===== src/rtl/read_tile_sequencer.sv =====
// Issues one AR per burst of a strided read job to the HBM read bridge, gating each burst on consumer credits.
// Latency: 2 cycles from accept to first ctrl_arvalid and from rlast to next ctrl_arvalid.
// Backpressure: cmd_ready only in IDLE; AR held until ctrl_arready. READ_SEQ_PERF_EN enables the perf counters.
module read_tile_sequencer #(
  parameter int C_M_AXI_ADDR_WIDTH = 64,
  parameter int CREDIT_DEPTH       = 256
) (
  input  logic                          clk,
  input  logic                          resetn,
  input  logic                          cmd_valid,
  output logic                          cmd_ready,
  input  logic [C_M_AXI_ADDR_WIDTH-1:0] cmd_base_addr,
  input  logic [15:0]                   cmd_num_bursts,
  input  logic [7:0]                    cmd_arlen,
  input  logic [C_M_AXI_ADDR_WIDTH-1:0] cmd_stride,
  output logic                          ctrl_arvalid,
  output logic [C_M_AXI_ADDR_WIDTH-1:0] ctrl_araddr,
  output logic [7:0]                    ctrl_arlen,
  input  logic                          ctrl_arready,
  input  logic                          ctrl_rvalid,
  input  logic                          ctrl_rlast,
  input  logic                          credit_return,
  output logic                          busy,
  output logic                          done,
  output logic                          err_len,
  output logic                          err_credit,
  output logic [31:0]                   perf_stall_cycles,
  output logic [31:0]                   perf_beats
);
  localparam int CW = $clog2(CREDIT_DEPTH) + 1;
  localparam logic [CW-1:0] FULL = CW'(CREDIT_DEPTH);

  typedef enum logic [2:0] {IDLE, WAIT_CREDIT, ADDR, DATA, DONE} state_t;

  state_t                        state;
  logic [C_M_AXI_ADDR_WIDTH-1:0] cur_addr;
  logic [C_M_AXI_ADDR_WIDTH-1:0] stride;
  logic [15:0]                   bursts_left;
  logic [7:0]                    arlen;
  logic [7:0]                    beat_cnt;
  logic [CW-1:0]                 credits;
  logic [CW-1:0]                 need;
  logic                          accept;
  logic                          ar_hs;
  logic                          credit_ok;
  logic                          len_too_big;

  assign accept      = (state == IDLE) && cmd_valid && cmd_ready;
  assign ar_hs       = (state == ADDR) && ctrl_arready;
  assign need        = CW'({1'b0, arlen} + 9'd1);
  assign credit_ok   = credits >= need;
  assign len_too_big = (32'(cmd_arlen) + 32'd1) > 32'(CREDIT_DEPTH);

  always_ff @(posedge clk or negedge resetn) begin
    if (!resetn) begin
      state        <= IDLE;
      cmd_ready    <= 1'b0;
      busy         <= 1'b0;
      done         <= 1'b0;
      err_len      <= 1'b0;
      ctrl_arvalid <= 1'b0;
      ctrl_araddr  <= '0;
      ctrl_arlen   <= '0;
      cur_addr     <= '0;
      stride       <= '0;
      bursts_left  <= '0;
      arlen        <= '0;
      beat_cnt     <= '0;
    end else begin
      done <= 1'b0;
      case (state)
        IDLE: begin
          cmd_ready <= 1'b1;
          if (accept) begin
            cmd_ready   <= 1'b0;
            busy        <= 1'b1;
            err_len     <= 1'b0;
            cur_addr    <= cmd_base_addr;
            stride      <= cmd_stride;
            arlen       <= cmd_arlen;
            bursts_left <= cmd_num_bursts;
            if (cmd_num_bursts == 16'd0) begin
              state <= DONE;
              done  <= 1'b1;
            end else if (len_too_big) begin
              err_len <= 1'b1;
              state   <= DONE;
              done    <= 1'b1;
            end else begin
              state <= WAIT_CREDIT;
            end
          end
        end
        WAIT_CREDIT: begin
          if (credit_ok) begin
            state        <= ADDR;
            ctrl_arvalid <= 1'b1;
            ctrl_araddr  <= cur_addr;
            ctrl_arlen   <= arlen;
          end
        end
        ADDR: begin
          if (ctrl_arready) begin
            ctrl_arvalid <= 1'b0;
            cur_addr     <= cur_addr + stride;
            bursts_left  <= bursts_left - 16'd1;
            beat_cnt     <= '0;
            state        <= DATA;
          end
        end
        DATA: begin
          if (ctrl_rvalid) begin
            beat_cnt <= beat_cnt + 8'd1;
            if (ctrl_rlast) begin
              // beat_cnt still holds the index of this beat, so a full burst ends at arlen
              if (beat_cnt != arlen) err_len <= 1'b1;
              if (bursts_left == 16'd0) begin
                state <= DONE;
                done  <= 1'b1;
              end else begin
                state <= WAIT_CREDIT;
              end
            end
          end
        end
        DONE: begin
          state     <= IDLE;
          busy      <= 1'b0;
          cmd_ready <= 1'b1;
        end
        default: state <= IDLE;
      endcase
    end
  end

  // A return coinciding with the AR handshake always nets, even at full credits
  always_ff @(posedge clk or negedge resetn) begin
    if (!resetn) begin
      credits    <= FULL;
      err_credit <= 1'b0;
    end else begin
      if (accept) err_credit <= 1'b0;
      if (ar_hs) begin
        credits <= credits - need + CW'(credit_return);
      end else if (credit_return) begin
        if (credits == FULL) err_credit <= 1'b1;
        else                 credits    <= credits + CW'(1);
      end
    end
  end

`ifdef READ_SEQ_PERF_EN
  always_ff @(posedge clk or negedge resetn) begin
    if (!resetn) begin
      perf_stall_cycles <= '0;
      perf_beats        <= '0;
    end else if (accept) begin
      perf_stall_cycles <= '0;
      perf_beats        <= '0;
    end else begin
      if (state == WAIT_CREDIT && !credit_ok && perf_stall_cycles != '1)
        perf_stall_cycles <= perf_stall_cycles + 32'd1;
      if (state == DATA && ctrl_rvalid && perf_beats != '1)
        perf_beats <= perf_beats + 32'd1;
    end
  end
`else
  assign perf_stall_cycles = '0;
  assign perf_beats        = '0;
`endif

endmodule


===== config.mk =====
export PLATFORM = sky130hd
export DESIGN_NAME = read_tile_sequencer
export DESIGN_NICKNAME = d
export VERILOG_FILES = /design/src/rtl/read_tile_sequencer.sv
export SDC_FILE = /design/constraint.sdc
export NUM_CORES = 1
export LEC_CHECK = 0
export CORE_MARGIN = 1.5
export CORE_UTILIZATION = 58
export CTS_BUF_LIST = sky130_fd_sc_hd__clkbuf_8
export CTS_CLUSTER_DIAMETER = 40
export CTS_CLUSTER_SIZE = 8
export DETAILED_ROUTE_END_ITERATION = 6
export GPL_TIMING_DRIVEN = 0
export HOLD_SLACK_MARGIN = 0.15
export PLACE_DENSITY = 0.88
export SYNTH_ARGS = -nofsm -noshare
export SYNTH_HDL_FRONTEND = slang
export SYNTH_SLANG_ARGS = --single-unit

===== constraint.sdc =====
create_clock -name clk -period 5.45 [get_ports clk]
set_clock_uncertainty 0.15 [all_clocks]
set_input_delay 1.09 -clock clk [delete_from_list [all_inputs] [get_ports clk]]
set_output_delay 1.09 -clock clk [all_outputs]
set_load 0.01 [all_outputs]

==> results.json <==
{
  "drv_slew": 0,
  "max_freq_ghz": 0.2396,
  "grt_setup_unrepaired": "false",
  "crit_required_ns": 5.73,
  "cts_setup_buffers": 0,
  "synth_edf_count": 0,
  "period_needed_ns": 4.173,
  "cp_max_fo": 10,
  "numPortBuffers": 236,
  "synthCells": 1776,
  "coreArea_um2": 26060,
  "firstDrtPassIters": 6,
  "cts_resized": 0,
  "synth_compound_area_share_pct": 16.62,
  "ys_seq_area_share_pct": 40.71,
  "hold_path.class": "in2async",
  "post-route-util_pct": 73.90,
  "hold_violations": 0,
  "htreeDepth": 2,
  "cts_tree": "built",
  "pin_count": 301,
  "critical_path_arrival_ns": 4.45,
  "drt_iter0_drc": 1084,
  "dp.final_hpwl_um": 35910,
  "synth_top_family_by_area": "simple AND/OR/NAND/NOR gates",
  "route.detailed.drc": 0,
  "fin_hold_ws_ns": 0.3027,
  "synthAdderAreaFrac_pct": 7.701,
  "clockRootBuffer": "clkbuf_8",
  "worstSkewPairLatency_ns": 0.57,
  "power_density_nw_per_um2": 670.3,
  "crit_type": "reg2reg",
  "syn2layout_area_growth_pct": 25.30,
  "nNetsFinal": 2374,
  "routedWlPerCell_um": 19.34,
  "synthXorXnorAreaFrac_pct": 5.357,
  "initial_core_util_pct": 58.98,
  "cts-buffers-inserted": 43,
  "clk_pin_slew_worst_paths_ns": 0.06,
  "cts.sinks": 250,
  "pre_cts_ws_ns": 0.9330,
  "holdBufCountCts": 0,
  "synth-seq-cells": 250,
  "gp_congestion": 0.9923,
  "nFillCells": 1954,
  "gr-total-overflow": 0,
  "grt_max_degree": 119,
  "antenna_left": 0,
  "report.power.total_mw": 12.91,
  "yosysWarnings": 0,
  "antenna_found_initial": 4,
  "worst_pin_slew_ns": 1.163,
  "maxCapViolCount": 0,
  "num_vias": 14410,
  "critPathLaunchType": "register",
  "viasPerCell": 5.809,
  "layout_common_cells": "nand2_1, dfrtp_1, clkdlybuf4s50_1",
  "synth_mux_area_share_pct": 5.340,
  "postSynthAreaPerCell_um2": 8.654,
  "grt_pass1_vias": 14290,
  "status": "complete, no violations",
  "period_share_pct": 76.57,
  "die_area_um2": 27480,
  "setup_violations": 0,
  "ys_top_cells_by_area": "dfrtp_1, nand2_1, ha_1",
  "grt_first_pass_wirelength_um": 75350,
  "ys.flop_type": "dfrtp_1",
  "final_common_cell": "nand2_1",
  "drive_gt1_share_pct": 10.49,
  "grt_use_total_pct": 34.35,
  "p_leak_nw": 8.772,
  "clk_path_buf_depth": 3,
  "setup_tns_ns": 0,
  "yosysTopAreaCellShare_pct": 40.54,
  "dieWidth_um": 165.8,
  "setup_slack_ns": 1.277,
  "rows": 59,
  "synth_largest_area_cell": "dfrtp_1",
  "end_kind": "register",
  "vdd_ir_drop_max_uv": 403.5,
  "netlist_area_um2": 15370,
  "fp.dieH_um": 165.8,
  "relSlewSlack_pct": 22.47,
  "synthSimpleGateAreaFrac_pct": 18.20,
  "drt-total-wl_um": 47990,
  "synthArstFlopShare_pct": 100.0,
  "synth_cell_types": 71
}
==> where the power goes <==
group / total (mW) / internal (mW) / switching, mW
Sequential: 3.44 / 2.72 / 0.720
Combinational: 7.82 / 3.28 / 4.53
Clock: 1.65 / 0.861 / 0.792
Total: 12.9 / 6.86 / 6.05
==> area by class of cell <==
class,instances,area (µm²),area share [%]
Antenna cell,2,5.005,0.02599
Inverter,35,131.4,0.6822
Tap cell,335,419.2,2.176
Sequential cell,250,6257,32.49
Clock inverter,16,108.9,0.5652
Timing Repair Buffer,240,2442,12.68
Clock buffer,49,674.4,3.502
Buffer,147,798.3,4.145
Multi-Input combinational cell,1407,8422,43.73
==> critical path: stages (launching register included) <==
cell and delay [ns]:
dfrtp_1 0.47, ha_1 0.23, nand3_1 0.12, nor2_1 0.20, xor2_1 0.27, inv_1 0.08, ha_1 0.30, nand2_1 0.05
o21ai_0 0.17, nand3_1 0.11, nand2_1 0.12, nand3b_1 0.12, nor2_2 0.48, buf_8 0.23, clkbuf_1 0.50, mux2_2 0.43
==> registers in the layout, indices dropped and copies added (netlist names) <==
register / count
err_len: 1
ctrl_araddr: 64
done: 1
ctrl_arvalid: 1
err_credit: 1
cur_addr: 64
stride: 64
cmd_ready: 1
arlen: 8
state: 3
ctrl_arlen: 8
busy: 1
credits: 9
beat_cnt: 8
bursts_left: 16
==> worst paths after layout <==
kind,from,to,slack [ns],depth (start not counted)
max,arlen[0],ctrl_araddr[51],1.28,15
min,resetn,stride[6],0.30,1
max reg2reg,arlen[0],ctrl_araddr[51],1.28,15
min reg2reg,ctrl_arvalid,ctrl_arvalid,0.33,1
max in group asynchronous,resetn,ctrl_araddr[54],3.55,3
min in group clk,ctrl_arvalid,ctrl_arvalid,0.33,1
==> metal layers <==
metal	wire [µm]	vias up	global-route usage [%]	part of all wire [%]
met1	19980	6843	46.13	42
met3	3935	135	5.958	8.2
met2	22110	711	54.57	46
met4	1954	2	15.75	4.1
li1	-	6721	-	-
met5	14	-	0	0.029
==> cell usage after synthesis (20+ instances only) <==
cell type,count
nand2_1,384
dfrtp_1,249
a21oi_1,175
nor2_1,132
o21ai_0,109
ha_1,85
mux2_2,72
clkbuf_1,66
buf_4,64
xnor2_1,48
xor2_1,46
inv_1,35
nand4_1,26
a21o_1,24
nand3_1,20
==> cells by family (layout without fill, tap and decap cells) <==
group,after synthesis,in the layout
adder cells (fa/ha/maj),91,91
multiplexers,73,73
AND/OR/NAND/NOR,655,655
buffers and inverters,182,487
other,1,66
flip-flops,250,250
XOR/XNOR,94,94
AO/OA/AOI/OAI,430,430
==> per-stage QoR <==
step           std cells  cell area (µm²)
2_1_floorplan       1839            15610
3_3_place_gp        2410            18390
3_5_place_dp        2413            18470
4_1_cts             2478            19250
5_1_grt             2479            19250
6_report            2481            19260
Power figures use the tool's default switching activity.
